## config.mk

```make
export PLATFORM = sky130hd
export DESIGN_NAME = multicycle_control
export DESIGN_NICKNAME = d
export VERILOG_FILES = /design/src/rtl/multicycle_control_pkg.sv /design/src/rtl/mc_alu_decode.sv /design/src/rtl/multicycle_control.sv
export SDC_FILE = /design/constraint.sdc
export NUM_CORES = 1
export LEC_CHECK = 0
export CAP_MARGIN = 30
export CORE_ASPECT_RATIO = 1.1
export CORE_MARGIN = 2
export CORE_UTILIZATION = 25
export DETAILED_ROUTE_END_ITERATION = 6
export HOLD_SLACK_MARGIN = 0.08
export PLACE_DENSITY = 0.47
export REMOVE_ABC_BUFFERS = 1
export SLEW_MARGIN = 0
export SYNTH_ARGS = -nofsm -noshare
export SYNTH_HDL_FRONTEND = slang
export SYNTH_SLANG_ARGS = --single-unit
export TNS_END_PERCENT = 1
```

## constraint.sdc

```tcl
create_clock -name clk -period 3.2 [get_ports clk]
set_input_delay 0.8 -clock clk [delete_from_list [all_inputs] [get_ports clk]]
set_output_delay 0.8 -clock clk [all_outputs]
set_load 0.1 [all_outputs]
```

## src/rtl/multicycle_control_pkg.sv

```systemverilog
// rtl/multicycle_control_pkg.sv - opcodes, control encodings and FSM states (JUMP state exists only with MC_JUMP_EN)
package multicycle_control_pkg;

  // Supported opcodes
  localparam logic [5:0] OP_R    = 6'b000000;
  localparam logic [5:0] OP_ADDI = 6'b001000;
  localparam logic [5:0] OP_ORI  = 6'b001101;
  localparam logic [5:0] OP_ANDI = 6'b001100;
  localparam logic [5:0] OP_SLTI = 6'b001010;
  localparam logic [5:0] OP_LW   = 6'b100011;
  localparam logic [5:0] OP_SW   = 6'b101011;
  localparam logic [5:0] OP_BEQ  = 6'b000100;
  localparam logic [5:0] OP_J    = 6'b000010;

  // ALU selection codes
  localparam logic [2:0] ALU_RTYPE = 3'b000;
  localparam logic [2:0] ALU_OR    = 3'b001;
  localparam logic [2:0] ALU_ADD   = 3'b010;
  localparam logic [2:0] ALU_AND   = 3'b011;
  localparam logic [2:0] ALU_SUB   = 3'b110;
  localparam logic [2:0] ALU_SLT   = 3'b111;

  // ALU operand B sources
  localparam logic [1:0] SRCB_REG    = 2'b00;
  localparam logic [1:0] SRCB_FOUR   = 2'b01;
  localparam logic [1:0] SRCB_IMM    = 2'b10;
  localparam logic [1:0] SRCB_IMM_SH = 2'b11;

  // Next-PC sources
  localparam logic [1:0] PCSRC_ALU    = 2'b00;
  localparam logic [1:0] PCSRC_ALUOUT = 2'b01;
  localparam logic [1:0] PCSRC_JUMP   = 2'b10;

  typedef enum logic [3:0] {
    S_FETCH     = 4'd0,
    S_DECODE    = 4'd1,
    S_MEM_ADDR  = 4'd2,
    S_MEM_READ  = 4'd3,
    S_MEM_WB    = 4'd4,
    S_MEM_WRITE = 4'd5,
    S_EXEC_R    = 4'd6,
    S_R_WB      = 4'd7,
    S_EXEC_I    = 4'd8,
    S_I_WB      = 4'd9,
`ifdef MC_JUMP_EN
    S_BRANCH    = 4'd10,
    S_JUMP      = 4'd11
`else
    S_BRANCH    = 4'd10
`endif
  } state_t;

endpackage

```

## src/rtl/mc_alu_decode.sv

```systemverilog
// rtl/mc_alu_decode.sv - immediate-instruction opcode to ALU selection
module mc_alu_decode
  import multicycle_control_pkg::*;
(
  input  logic [5:0] i_op,
  output logic [2:0] o_alu_sel
);

  // Map the latched I-type opcode to its ALU operation; add is the safe fallback
  always_comb begin
    o_alu_sel = ALU_ADD;
    case (i_op)
      OP_ADDI: o_alu_sel = ALU_ADD;
      OP_ORI:  o_alu_sel = ALU_OR;
      OP_ANDI: o_alu_sel = ALU_AND;
      OP_SLTI: o_alu_sel = ALU_SLT;
      default: o_alu_sel = ALU_ADD;
    endcase
  end

endmodule

```

## src/rtl/multicycle_control.sv

```systemverilog
// rtl/multicycle_control.sv - multicycle CPU control FSM (optional jump support under MC_JUMP_EN)
module multicycle_control
  import multicycle_control_pkg::*;
(
  input  logic       clk,
  input  logic       reset,
  input  logic [5:0] op,
  input  logic       mem_ready,
  output logic       pcWrite,
  output logic       pcWriteCond,
  output logic       iorD,
  output logic       memRead,
  output logic       memWrite,
  output logic       irWrite,
  output logic       memToReg,
  output logic       regDst,
  output logic       regWrite,
  output logic       aluSrcA,
  output logic [1:0] aluSrcB,
  output logic [2:0] aluSel,
  output logic [1:0] pcSource,
  output logic       instr_done,
  output logic       illegal_op
);

  state_t     r_state;
  state_t     w_next;
  logic [5:0] r_op;
  logic [2:0] w_imm_alu_sel;

  mc_alu_decode u_alu_decode (
    .i_op      (r_op),
    .o_alu_sel (w_imm_alu_sel)
  );

  // State register; opcode is captured only while in DECODE so later op changes are ignored
  always_ff @(posedge clk) begin
    if (reset) begin
      r_state <= S_FETCH;
      r_op    <= OP_R;
    end else begin
      r_state <= w_next;
      if (r_state == S_DECODE) begin
        r_op <= op;
      end
    end
  end

  // Next-state and control outputs; reset forces every output low and returns to FETCH
  always_comb begin
    w_next      = r_state;
    pcWrite     = 1'b0;
    pcWriteCond = 1'b0;
    iorD        = 1'b0;
    memRead     = 1'b0;
    memWrite    = 1'b0;
    irWrite     = 1'b0;
    memToReg    = 1'b0;
    regDst      = 1'b0;
    regWrite    = 1'b0;
    aluSrcA     = 1'b0;
    aluSrcB     = SRCB_REG;
    aluSel      = ALU_RTYPE;
    pcSource    = PCSRC_ALU;
    instr_done  = 1'b0;
    illegal_op  = 1'b0;

    case (r_state)
      S_FETCH: begin
        memRead = 1'b1;
        aluSrcB = SRCB_FOUR;
        aluSel  = ALU_ADD;
        if (mem_ready) begin
          irWrite = 1'b1;
          pcWrite = 1'b1;
          w_next  = S_DECODE;
        end
      end
      S_DECODE: begin
        aluSrcB = SRCB_IMM_SH;
        aluSel  = ALU_ADD;
        case (op)
          OP_R:                             w_next = S_EXEC_R;
          OP_ADDI, OP_ORI, OP_ANDI, OP_SLTI: w_next = S_EXEC_I;
          OP_LW, OP_SW:                     w_next = S_MEM_ADDR;
          OP_BEQ:                           w_next = S_BRANCH;
`ifdef MC_JUMP_EN
          OP_J:                             w_next = S_JUMP;
`endif
          default: begin
            illegal_op = 1'b1;
            instr_done = 1'b1;
            w_next     = S_FETCH;
          end
        endcase
      end
      S_MEM_ADDR: begin
        aluSrcA = 1'b1;
        aluSrcB = SRCB_IMM;
        aluSel  = ALU_ADD;
        w_next  = (r_op == OP_LW) ? S_MEM_READ : S_MEM_WRITE;
      end
      S_MEM_READ: begin
        memRead = 1'b1;
        iorD    = 1'b1;
        if (mem_ready) begin
          w_next = S_MEM_WB;
        end
      end
      S_MEM_WB: begin
        regWrite   = 1'b1;
        memToReg   = 1'b1;
        instr_done = 1'b1;
        w_next     = S_FETCH;
      end
      S_MEM_WRITE: begin
        memWrite = 1'b1;
        iorD     = 1'b1;
        if (mem_ready) begin
          instr_done = 1'b1;
          w_next     = S_FETCH;
        end
      end
      S_EXEC_R: begin
        aluSrcA = 1'b1;
        aluSrcB = SRCB_REG;
        aluSel  = ALU_RTYPE;
        w_next  = S_R_WB;
      end
      S_R_WB: begin
        regWrite   = 1'b1;
        regDst     = 1'b1;
        instr_done = 1'b1;
        w_next     = S_FETCH;
      end
      S_EXEC_I: begin
        aluSrcA = 1'b1;
        aluSrcB = SRCB_IMM;
        aluSel  = w_imm_alu_sel;
        w_next  = S_I_WB;
      end
      S_I_WB: begin
        regWrite   = 1'b1;
        instr_done = 1'b1;
        w_next     = S_FETCH;
      end
      S_BRANCH: begin
        aluSrcA     = 1'b1;
        aluSrcB     = SRCB_REG;
        aluSel      = ALU_SUB;
        pcWriteCond = 1'b1;
        pcSource    = PCSRC_ALUOUT;
        instr_done  = 1'b1;
        w_next      = S_FETCH;
      end
`ifdef MC_JUMP_EN
      S_JUMP: begin
        pcWrite    = 1'b1;
        pcSource   = PCSRC_JUMP;
        instr_done = 1'b1;
        w_next     = S_FETCH;
      end
`endif
      default: w_next = S_FETCH;
    endcase

    if (reset) begin
      w_next      = S_FETCH;
      pcWrite     = 1'b0;
      pcWriteCond = 1'b0;
      iorD        = 1'b0;
      memRead     = 1'b0;
      memWrite    = 1'b0;
      irWrite     = 1'b0;
      memToReg    = 1'b0;
      regDst      = 1'b0;
      regWrite    = 1'b0;
      aluSrcA     = 1'b0;
      aluSrcB     = SRCB_REG;
      aluSel      = ALU_RTYPE;
      pcSource    = PCSRC_ALU;
      instr_done  = 1'b0;
      illegal_op  = 1'b0;
    end
  end

endmodule

```

Word-level counts from Yosys, hierarchy flattened
Cells that the tools add are included.
Storage, ports and cells
  flip-flop bits (word level): 10
  bits of input ports: 9
  word-level logic and storage cells: 76
Operators by class
  equal/unequal tests: 24
  muxes and demuxes: 37
  reductions and logical operators: 13
Operators by type and width (number)
  6-bit by 4-bit equality test with 1-bit output, second input constant: 7
  4-bit one-hot mux with 7 select lines: 1
  1-bit two-way mux: 24
  6-bit equality test, second input constant: 3
  3-bit one-hot mux with 3 select lines: 2
  4-bit by 3-bit equality test with 1-bit output, second input constant: 4
  4-bit one-hot mux with 4 select lines: 1
  4-bit equality test, second input constant: 3
  4-bit two-way mux: 3
  4-bit OR reduction: 3
  4-bit by 2-bit equality test with 1-bit output, second input constant: 2
  2-bit OR reduction: 4
  8-bit OR reduction: 1
  6-bit by 3-bit equality test with 1-bit output, second input constant: 1
  6-bit zero test: 1
  3-bit two-way mux: 2
  2-bit != test, second input constant: 3
  2-bit one-hot mux with 3 select lines: 1
  3-bit OR reduction: 2
  4-bit by 1-bit equality test with 1-bit output, second input constant: 1
  4-bit zero test: 1
  2-bit two-way mux: 2
  1-bit one-hot mux with 3 select lines: 1
  3-bit AND reduction: 1

Depth between registers and ports, before layout
Gate-level depths: netlist (run 1).
  depth in word-level cells: 5
  mapped depth: 5
  mapped depth without buffers: 4

Modules after synthesis
From an unflattened synthesis (run 1), not the netlist that was laid out.
Second synthesis, totals
  cell total of the unflattened synthesis: 121
  area total of the unflattened synthesis: 844.6 sq um
By module, submodules not included
  multicycle_control: instances 1, cells an instance 114, area an instance 802.0 sq um
  mc_alu_decode: instances 1, cells an instance 7, area an instance 42.5 sq um

Worst setup path after synthesis (run 1)
OpenSTA, ideal clock, no wires.
  kind: input to output
  start: in reset
  end: out aluSrcA
  data arrival time: 5717 ps
  path slack: -3317 ps
  stages on the path: 2
  buffers on the path: 1
  cells stage by stage: clkbuf_1 -> a2111oi_0
Between the ends
  cells in the longest elaborated chain, start to end: 1
Ends and longest elaborated chain
  start: declaration: line multicycle_control.sv:6  | input logic reset,
  1-bit two-way mux: line multicycle_control.sv:167  | if (reset) begin
  end: declaration: line multicycle_control.sv:18  | output logic aluSrcA,
No other way between the ends.

Final worst setup path (run 1)
  start: in reset
  end: out aluSel[2]
Between the ends
  cells in the longest elaborated chain, start to end: 1
Ends and longest elaborated chain
  3-bit two-way mux: line multicycle_control.sv:167
  end: declaration: line multicycle_control.sv:20  | output logic [2:0] aluSel,
No other way between the ends.

==> results of run 1 <==
worst paths after layout:
check	cells past startpoint	from	slack, ns	endpoint
worst max-delay path	4	reset	0.06	aluSel[2]
worst min-delay path	2	r_op[3]	0.47	r_op[3]
worst max register to register	3	r_state[1]	1.34	r_state[2]
worst min register to register	2	r_op[3]	0.47	r_op[3]
tightest hold or removal path, delay by kind of cell, from the launching register on:
kind / cells / cell delay (ns)
flip-flops: 1 / 0.32
AND/OR/NAND/NOR: 1 / 0.06
AO/OA/AOI/OAI: 1 / 0.05
layout make-up:
class                           instances  share of cell area
Inverter                                2             0.00480
Sequential cell                        10               0.128
Clock buffer                            4              0.0232
Multi-Input combinational cell         98               0.396
Tap cell                               36              0.0288
Timing Repair Buffer                   54               0.420
per-layer routing:
| layer | vias to the layer above | wire length [µm] | share of wire | track usage |
|---|---|---|---|---|
| met4 | 0 | 87 | 0.035 | 0.0682 |
| li1 | 531 | - | - | - |
| met5 | - | 0 | 0 | 0 |
| met2 | 36 | 1240 | 0.49 | 0.235 |
| met1 | 479 | 1080 | 0.43 | 0.163 |
| met3 | 15 | 114 | 0.045 | 0.0279 |
registers in the layout, indices dropped and copies added, names as in the netlist:
signal	count
r_op	6
r_state	4
repair_timing:
item | CTS | global route
gates resized for setup | 5 | 5
setup buffers | 11 | 0
pin swaps | 1 | 3
endpoints found under the hold margin | 0 | 0
setup endpoints to repair | 1 | 2
hold buffers | 0 | 0
cell usage after synthesis:
library cell,number
sky130_fd_sc_hd__nand2_1,17
sky130_fd_sc_hd__a21oi_1,14
sky130_fd_sc_hd__nor2_1,13
sky130_fd_sc_hd__dfxtp_1,10
sky130_fd_sc_hd__nor3_1,10
sky130_fd_sc_hd__clkbuf_1,7
sky130_fd_sc_hd__nand2b_1,4
sky130_fd_sc_hd__buf_4,3
sky130_fd_sc_hd__mux2i_1,3
sky130_fd_sc_hd__nor2b_1,3
sky130_fd_sc_hd__o21ai_0,3
sky130_fd_sc_hd__a311oi_1,2
sky130_fd_sc_hd__buf_1,2
sky130_fd_sc_hd__inv_1,2
sky130_fd_sc_hd__nor3b_1,2
sky130_fd_sc_hd__nor4_1,2
sky130_fd_sc_hd__nor4b_1,2
sky130_fd_sc_hd__o21bai_1,2
sky130_fd_sc_hd__o22a_1,2
sky130_fd_sc_hd__or4_1,2
sky130_fd_sc_hd__xnor2_1,2
sky130_fd_sc_hd__a2111oi_0,1
sky130_fd_sc_hd__a211oi_1,1
sky130_fd_sc_hd__a2bb2oi_1,1
sky130_fd_sc_hd__a311o_1,1
sky130_fd_sc_hd__a32oi_1,1
sky130_fd_sc_hd__and3_1,1
sky130_fd_sc_hd__clkbuf_2,1
sky130_fd_sc_hd__conb_1,1
sky130_fd_sc_hd__nand2b_4,1
sky130_fd_sc_hd__nand3_1,1
sky130_fd_sc_hd__nand4b_1,1
sky130_fd_sc_hd__nor4bb_1,1
sky130_fd_sc_hd__o21ba_2,1
sky130_fd_sc_hd__o221ai_1,1
sky130_fd_sc_hd__or2_2,1
sky130_fd_sc_hd__or3_1,1
per-stage QoR:
stage                     hold WS, ns  worst slack [ns]  cell area, µm²
final                           0.471            0.0556            1560
after floorplan                 0.439             -3.15             779
after CTS                       0.477            0.0118            1540
after detailed placement        0.467           -0.0400            1390
after global routing            0.489           0.00572            1560
after global placement          0.464           -0.0121            1390
report_power, final:
| part | switching (mW) | internal (mW) | total, mW |
|---|---|---|---|
| sequential | 0.00665 | 0.130 | 0.137 |
| clock | 0.0419 | 0.0690 | 0.111 |
| combinational | 0.116 | 0.0762 | 0.192 |
| total | 0.164 | 0.276 | 0.440 |
logic make-up after synthesis:
family / share of synthesized area
DFF: 0.238
xor gates and xnor gates: 0.0208
other: 0.00446
AOI/OAI and AO/OA: 0.235
muxes: 0.0357
buffers and inverters: 0.0818
and+or+nand+nor: 0.384
==> results by stage, run 1 <==
Worst setup path:
- Walking the worst path, the cells encountered are clkdlybuf4s50_1 > or2_2 > nor3_1 > buf_12.
- The critical path is of the in2out type.
- On the critical path the largest part of the delay comes from buffers and inverters.
- The critical path's largest stage delay is 0.55 ns.
- The worst setup path is launched from a primary input.
- For this design, the slowest cell found on the critical path is sky130_fd_sc_hd__clkdlybuf4s50_1.
- The critical path data arrival time is 2.34 ns.
- The count of buffering cells on the critical path with inverters included is 2.
- STA puts the critical path data required time at 2.40 ns.
- Of all nets on the critical path, the largest fanout is 8.
- The type of destination of the critical path is an output port.

Yosys:
- The gate count of the mapped netlist is 123.
- Of the post-synthesis cell area, the dominant cell type holds 0.238.
- Summed over all instances, the cell type with the most area after synthesis is sky130_fd_sc_hd__dfxtp_1.
- Of the synthesized area, sequential elements account for 0.238.
- The synthesized area divided by synthesized cell count is 6.84 µm².
- In the post-synthesis netlist, the biggest area contributors are sky130_fd_sc_hd__dfxtp_1 24%, sky130_fd_sc_hd__a21oi_1 8.3%, sky130_fd_sc_hd__nand2_1 7.6%, sky130_fd_sc_hd__nor3_1 6.0%, sky130_fd_sc_hd__nor2_1 5.8%.
- The count of different cell masters after synthesis is 37.
- The cell area that synthesis handed to floorplanning was 841 µm².
- The flop and latch count out of synthesis is 10.
- The count of warnings emitted by yosys is 0.

Status:
- The run finished with clean final reports.

Floorplanning:
- The width of the chip is 59.3 µm.
- The initial cell density of the core is 0.257.
- The area enclosed by the die boundary is 0.00384 mm².
- The core area is 0.00328 mm².
- The height of the die is 64.8 µm.
- The I/O pin count is 28.
- In this run the core area contains 22 standard-cell rows.

Layout:
- Registers take 200 µm².
- Once layout is complete, the cells apart from fillers number 204.
- The top cell types in the final layout, fill and taps aside, are 28 x sky130_fd_sc_hd__buf_4, 18 x sky130_fd_sc_hd__buf_12, 17 x sky130_fd_sc_hd__nand2_1.
- In the final layout, the multi-input gates occupy 618 µm².
- After filler insertion, the fill cell instance count of the layout stands at 302.
- The library cell used most frequently in the layout, excluding fill and tap cells, is sky130_fd_sc_hd__buf_4.
- At the end of the flow the core is filled with cells to 0.477.
- The count of nets after finishing is 178.
- Relative to the synthesized area, the layout overhead comes to 85.9%.
- In the final layout, the share of cells above drive strength 1 is 0.345.
- The final antenna diode count is 0.

Timing:
- Timing would allow up to 0.318 GHz.
- Setup repair after global routing left no endpoint under its margin.
- The transition time at the pin with the least slew margin is 0.661 ns.
- The hold violation count in the final report is 0.
- The max-slew violation count was 0.
- The final-layout setup total negative slack is 0 ns.
- Headroom to the max-slew limit came out at 0.556.
- The clock skew is 0.00458 ns.
- Setup violations remaining at the end of the flow were counted as 0.
- The portion of the clock cycle consumed by the worst path in the final layout is 0.983.
- The minimum clock period after layout is 3.14 ns.

Clocking:
- TritonCTS built the clock tree.
- CTS saw 10 sinks.
- CTS built an H-tree with a depth of 1.
- After clock tree synthesis, the clock-pin slew on the worst setup and hold paths is 0.06 ns.
- The clock passes through at most 2 buffers.
- The number of buffers added by the clock tree synthesis step is 3.
- The root buffer cell is sky130_fd_sc_hd__clkbuf_4.
- The clock reaches the later pin of the worst-skew pair after 0.26 ns.

Place:
- The number of buffer cells added on primary ports is 26.
- After detailed placement, the design holds a cell count of 189.
- The post-detailed-placement half-perimeter wirelength is 1860 µm.
- At the end of routability-driven placement, the weighted congestion stood at 0.755.

Pwr:
- The power after layout is 0.440 mW.
- The analysis attributes to cell leakage a power of 0.612 nW.
- The worst ir drop on vdd is 209 µV.
- The power density over the cells is 281 mW/mm².

Detailed routing:
- The count of nets left with antenna violations after detail routing is 0.
- The mean number of vias per cell is 5.20.
- Dividing the detail-routed wire length by the instance count gives 12.3 µm.
- The routed layout has 1061 vias.
- The number of DRC violations after detailed-routing iteration 0 is 9.
- In the routed design, unresolved DRC markers number 0.
- The final wirelength is 2520 µm.
- The first detailed-routing pass took 4 iterations.

GRT:
- Entering global routing, the biggest net connects 21 pins.
- The overall global routing resource usage is 0.139.
- The first global-routing pass estimated 4250 µm of wire.
- The number of global-route vias before repair came to 989.
- The overflow left after global routing is 0.
- The initial antenna violation count was 0.

Worst hold path:
- The type of the most critical hold path is reg2reg.

Job:
- Across the run, the number of max-cap violations was 0.
Power figures use the tool's default switching activity.
==> run 2: changes to the inputs <==
- CAP_MARGIN: 30 -> not set
- CORE_ASPECT_RATIO: 1.1 -> 2
==> run 2 against run 1 <==
Against the previous run: the run now ends with setup timing left; setup slack got worse by 0.072 ns; first-iteration DRC count increased by 67%; global-route usage increased by 1.6 points; non-clock buffer count decreased by 10; fmax decreased by 2.2%; power increased by 9.2%; clock power increased by 41%; final cell count decreased by 7.4%; sequential power about the same; critical path type unchanged.
==> results by stage, run 2 (same netlist as run 1, synthesis figures left out) <==
Status:
- The run finished, with violations left.
- The final reports fail on setup timing.

Layout:
- The number of flip-flops under the largest register name is 6.
- The repair_antennas step left the layout with diodes totalling 0.
- In the final design database the tool counted 168 nets.
- Measured on the finished design, the core utilization comes to 0.464.
- The final non-filler cell area is 0.00148 mm².
- The top cell types in the final layout, fill and taps aside, are 18 x sky130_fd_sc_hd__buf_12, 18 x sky130_fd_sc_hd__buf_4, 17 x sky130_fd_sc_hd__nand2_1.
- From synthesis to final layout, the design area changed by 76.3%.
- The fraction of final layout cells sized beyond drive strength 1 is 0.297.
- The number of standard cells in the final layout excluding fillers is 189.
- The largest registers in the layout are r_op (6), r_state (4).
- Counting flops per register, the top entry is r_op.

Worst setup path:
- The count of buffering cells on the critical path with inverters included is 2.
- The critical path's largest stage delay is 0.58 ns.
- The required time at the worst-slack endpoint is 2.40 ns.
- The number of stages on the worst setup path is 6.
- The worst-path maximum fanout is 3.
- The worst setup path is launched from a primary input.
- Walking the worst path, the cells encountered are clkdlybuf4s50_1 > or4_4 > a21oi_4 > nor4_2 > o21bai_4 > buf_12.
- Among cell families on the critical path, the largest total delay comes from simple AND/OR/NAND/NOR gates.
- The setup path with the least slack is of type in2out.
- STA classifies the critical path endpoint as an output port.
- The worst reg2reg path depth is 3.
- For the worst setup path, the data arrival time is 2.42 ns.
- The largest individual stage delay along the critical path comes from the cell sky130_fd_sc_hd__or4_4.

Place:
- The routability-driven placement congestion ratio is 0.872.
- The placed instances occupy a cell area of 0.00139 mm².
- Buffers placed on the I/O ports in this run total 26.
- Detailed placement finished with a half-perimeter wire length of 2120 µm.
- Prior to clock tree synthesis, the placed netlist has a worst setup slack of -0.0691 ns.
- The number of placed instances with taps included is 184.

Timing:
- The number of setup violations in the final report is 1.
- The worst setup slack after layout is -0.0168 ns.
- The transition time at the pin with the least slew margin is 0.633 ns.
- The maximum clock frequency is 0.311 GHz.
- For the final database, setup skew stands at 0.00297 ns.
- Setup repair after global routing could not meet its margin everywhere.
- The max-slew violation count is 0.
- The minimum clock period after layout is 3.22 ns.
- Of the available clock period, the critical path in the final layout requires 1.01.
- The worst pin sits at a relative slew slack of 0.575.
- The hold violation count in the final report came to 0.

Floorplanning:
- The I/O pin count is 28.
- For this configuration, the core starts out at a cell density of 0.263.
- Row generation in the floorplan step produced 29 rows.
- The width of the chip is 45.0 µm.
- The region available for standard cell placement spans 0.00319 mm².
- The area enclosed by the die boundary is 0.00387 mm².
- The height of the die is 86.0 µm.

GRT:
- Summed over all layers, the global routing overflow is 0.
- The initial antenna violation count is 0.
- Entering global routing, the biggest net connects 21 pins.
- The wire length of the first global-routing pass is 4460 µm.
- The number of global-route vias before repair is 969.
- The overall global routing resource usage is 0.155.

Worst hold path:
- Along the worst hold path, the cell count comes to 2.
- The type of the most critical hold path is reg2reg.

Pwr:
- VDD sags by at most 266 µV.
- Summed over all cells, the static leakage comes to 0.547 nW.
- The completed layout was analyzed and its total power is 0.480 mW.
- The power density over the cells is 324 mW/mm².

Detailed routing:
- After detailed routing, the average wire length per cell comes to 13.8 µm.
- The total DRC errors in the routed layout is 0.
- The final wirelength is 2610 µm.
- The mean number of vias per cell is 5.33.
- In this run the remaining antenna-violating nets after routing total 0.
- The first detailed-routing pass took 4 iterations.
- Across all layers, the routed design uses 1007 vias.
- After the first detailed-routing iteration, the DRC count stood at 15.

Clocking:
- In this run, CTS created clock tree buffers numbering 3.
- The CTS tree is built.
- The number of H-tree branching levels is 1.
- The post-CTS clock slew at the launch and capture registers of the worst setup and hold paths is 0.05 ns.
- The later pin in the worst-skew pair is clocked with a latency of 0.23 ns.
- The number of sinks on the clock net is 10.
- The maximum clock insertion buffer count is 2.
- The hold buffer count at cts is 0.
- The root buffer cell is sky130_fd_sc_hd__clkbuf_8.

Job:
- Across the run, the number of max-cap violations was 0.
[run 2: cell types whose count changed in the layout (fill, tap and decap cells not counted)]
| cell | previous run | this run |
|---|---|---|
| sky130_fd_sc_hd__buf_4 | 28 | 18 |
| sky130_fd_sc_hd__clkbuf_4 | 3 | 0 |
| sky130_fd_sc_hd__clkbuf_8 | 1 | 4 |
| sky130_fd_sc_hd__clkdlybuf4s50_1 | 6 | 8 |
| sky130_fd_sc_hd__dlymetal6s2s_1 | 2 | 0 |
| sky130_fd_sc_hd__a2111oi_0 | 1 | 0 |
| sky130_fd_sc_hd__a2111oi_1 | 0 | 1 |
| sky130_fd_sc_hd__nor3_1 | 9 | 10 |
| sky130_fd_sc_hd__nor3_2 | 1 | 0 |
| sky130_fd_sc_hd__nor4_2 | 0 | 1 |
| sky130_fd_sc_hd__nor4_4 | 1 | 0 |
[run 2: per-stage QoR]
| stage | TNS, ns | hold WS [ns] |
|---|---|---|
| floorplan | -24.81 | 0.439 |
| global placement | -0.0489 | 0.462 |
| detailed placement | -0.0691 | 0.462 |
| CTS | 0 | 0.469 |
| global route | -0.0599 | 0.506 |
| finish | -0.0168 | 0.469 |
[run 2: final timing paths]
path                      to        from  slack (ns)
setup / recovery  instr_done       op[5]       -0.02
hold / removal       r_op[3]     r_op[3]        0.47
setup reg to reg  r_state[2]  r_state[1]        1.37
hold reg to reg      r_op[3]     r_op[3]        0.47
[run 2: repair_timing]
item,CTS,global route
pin swaps,1,2
endpoints found under the setup margin,1,3
setup buffers,0,1
gates resized for setup,5,2
[run 2: cell type report]
class | count | area (µm²)
multi-input cells | 98 | 606
fillers | 319 | 1710
well taps | 31 | 38.8
inverters | 2 | 7.51
clock buffers | 4 | 55.1
flip-flops and latches | 10 | 200
repair buffers | 44 | 576
[run 2: report_power, final]
group / internal (mW) / switching (mW) / leakage [nW]
logic: 0.0722 / 0.115 / 0.437
clock network: 0.108 / 0.0484 / 0.0288
registers: 0.131 / 0.00574 / 0.0814
[run 2: routing by layer]
layer	up-vias	global-route usage	wire (µm)
met1	456	0.149	869
met5	-	0	0
met3	8	0.0253	98
met4	0	0.0882	129
li1	506	-	-
met2	37	0.287	1510
[run 2: worst reg2reg max path, cell delays in order (launching register included)]
cell	delay [ns]
sky130_fd_sc_hd__dfxtp_1	0.45
sky130_fd_sc_hd__or3_1	0.57
sky130_fd_sc_hd__or4_1	0.45
sky130_fd_sc_hd__a311oi_1	0.28
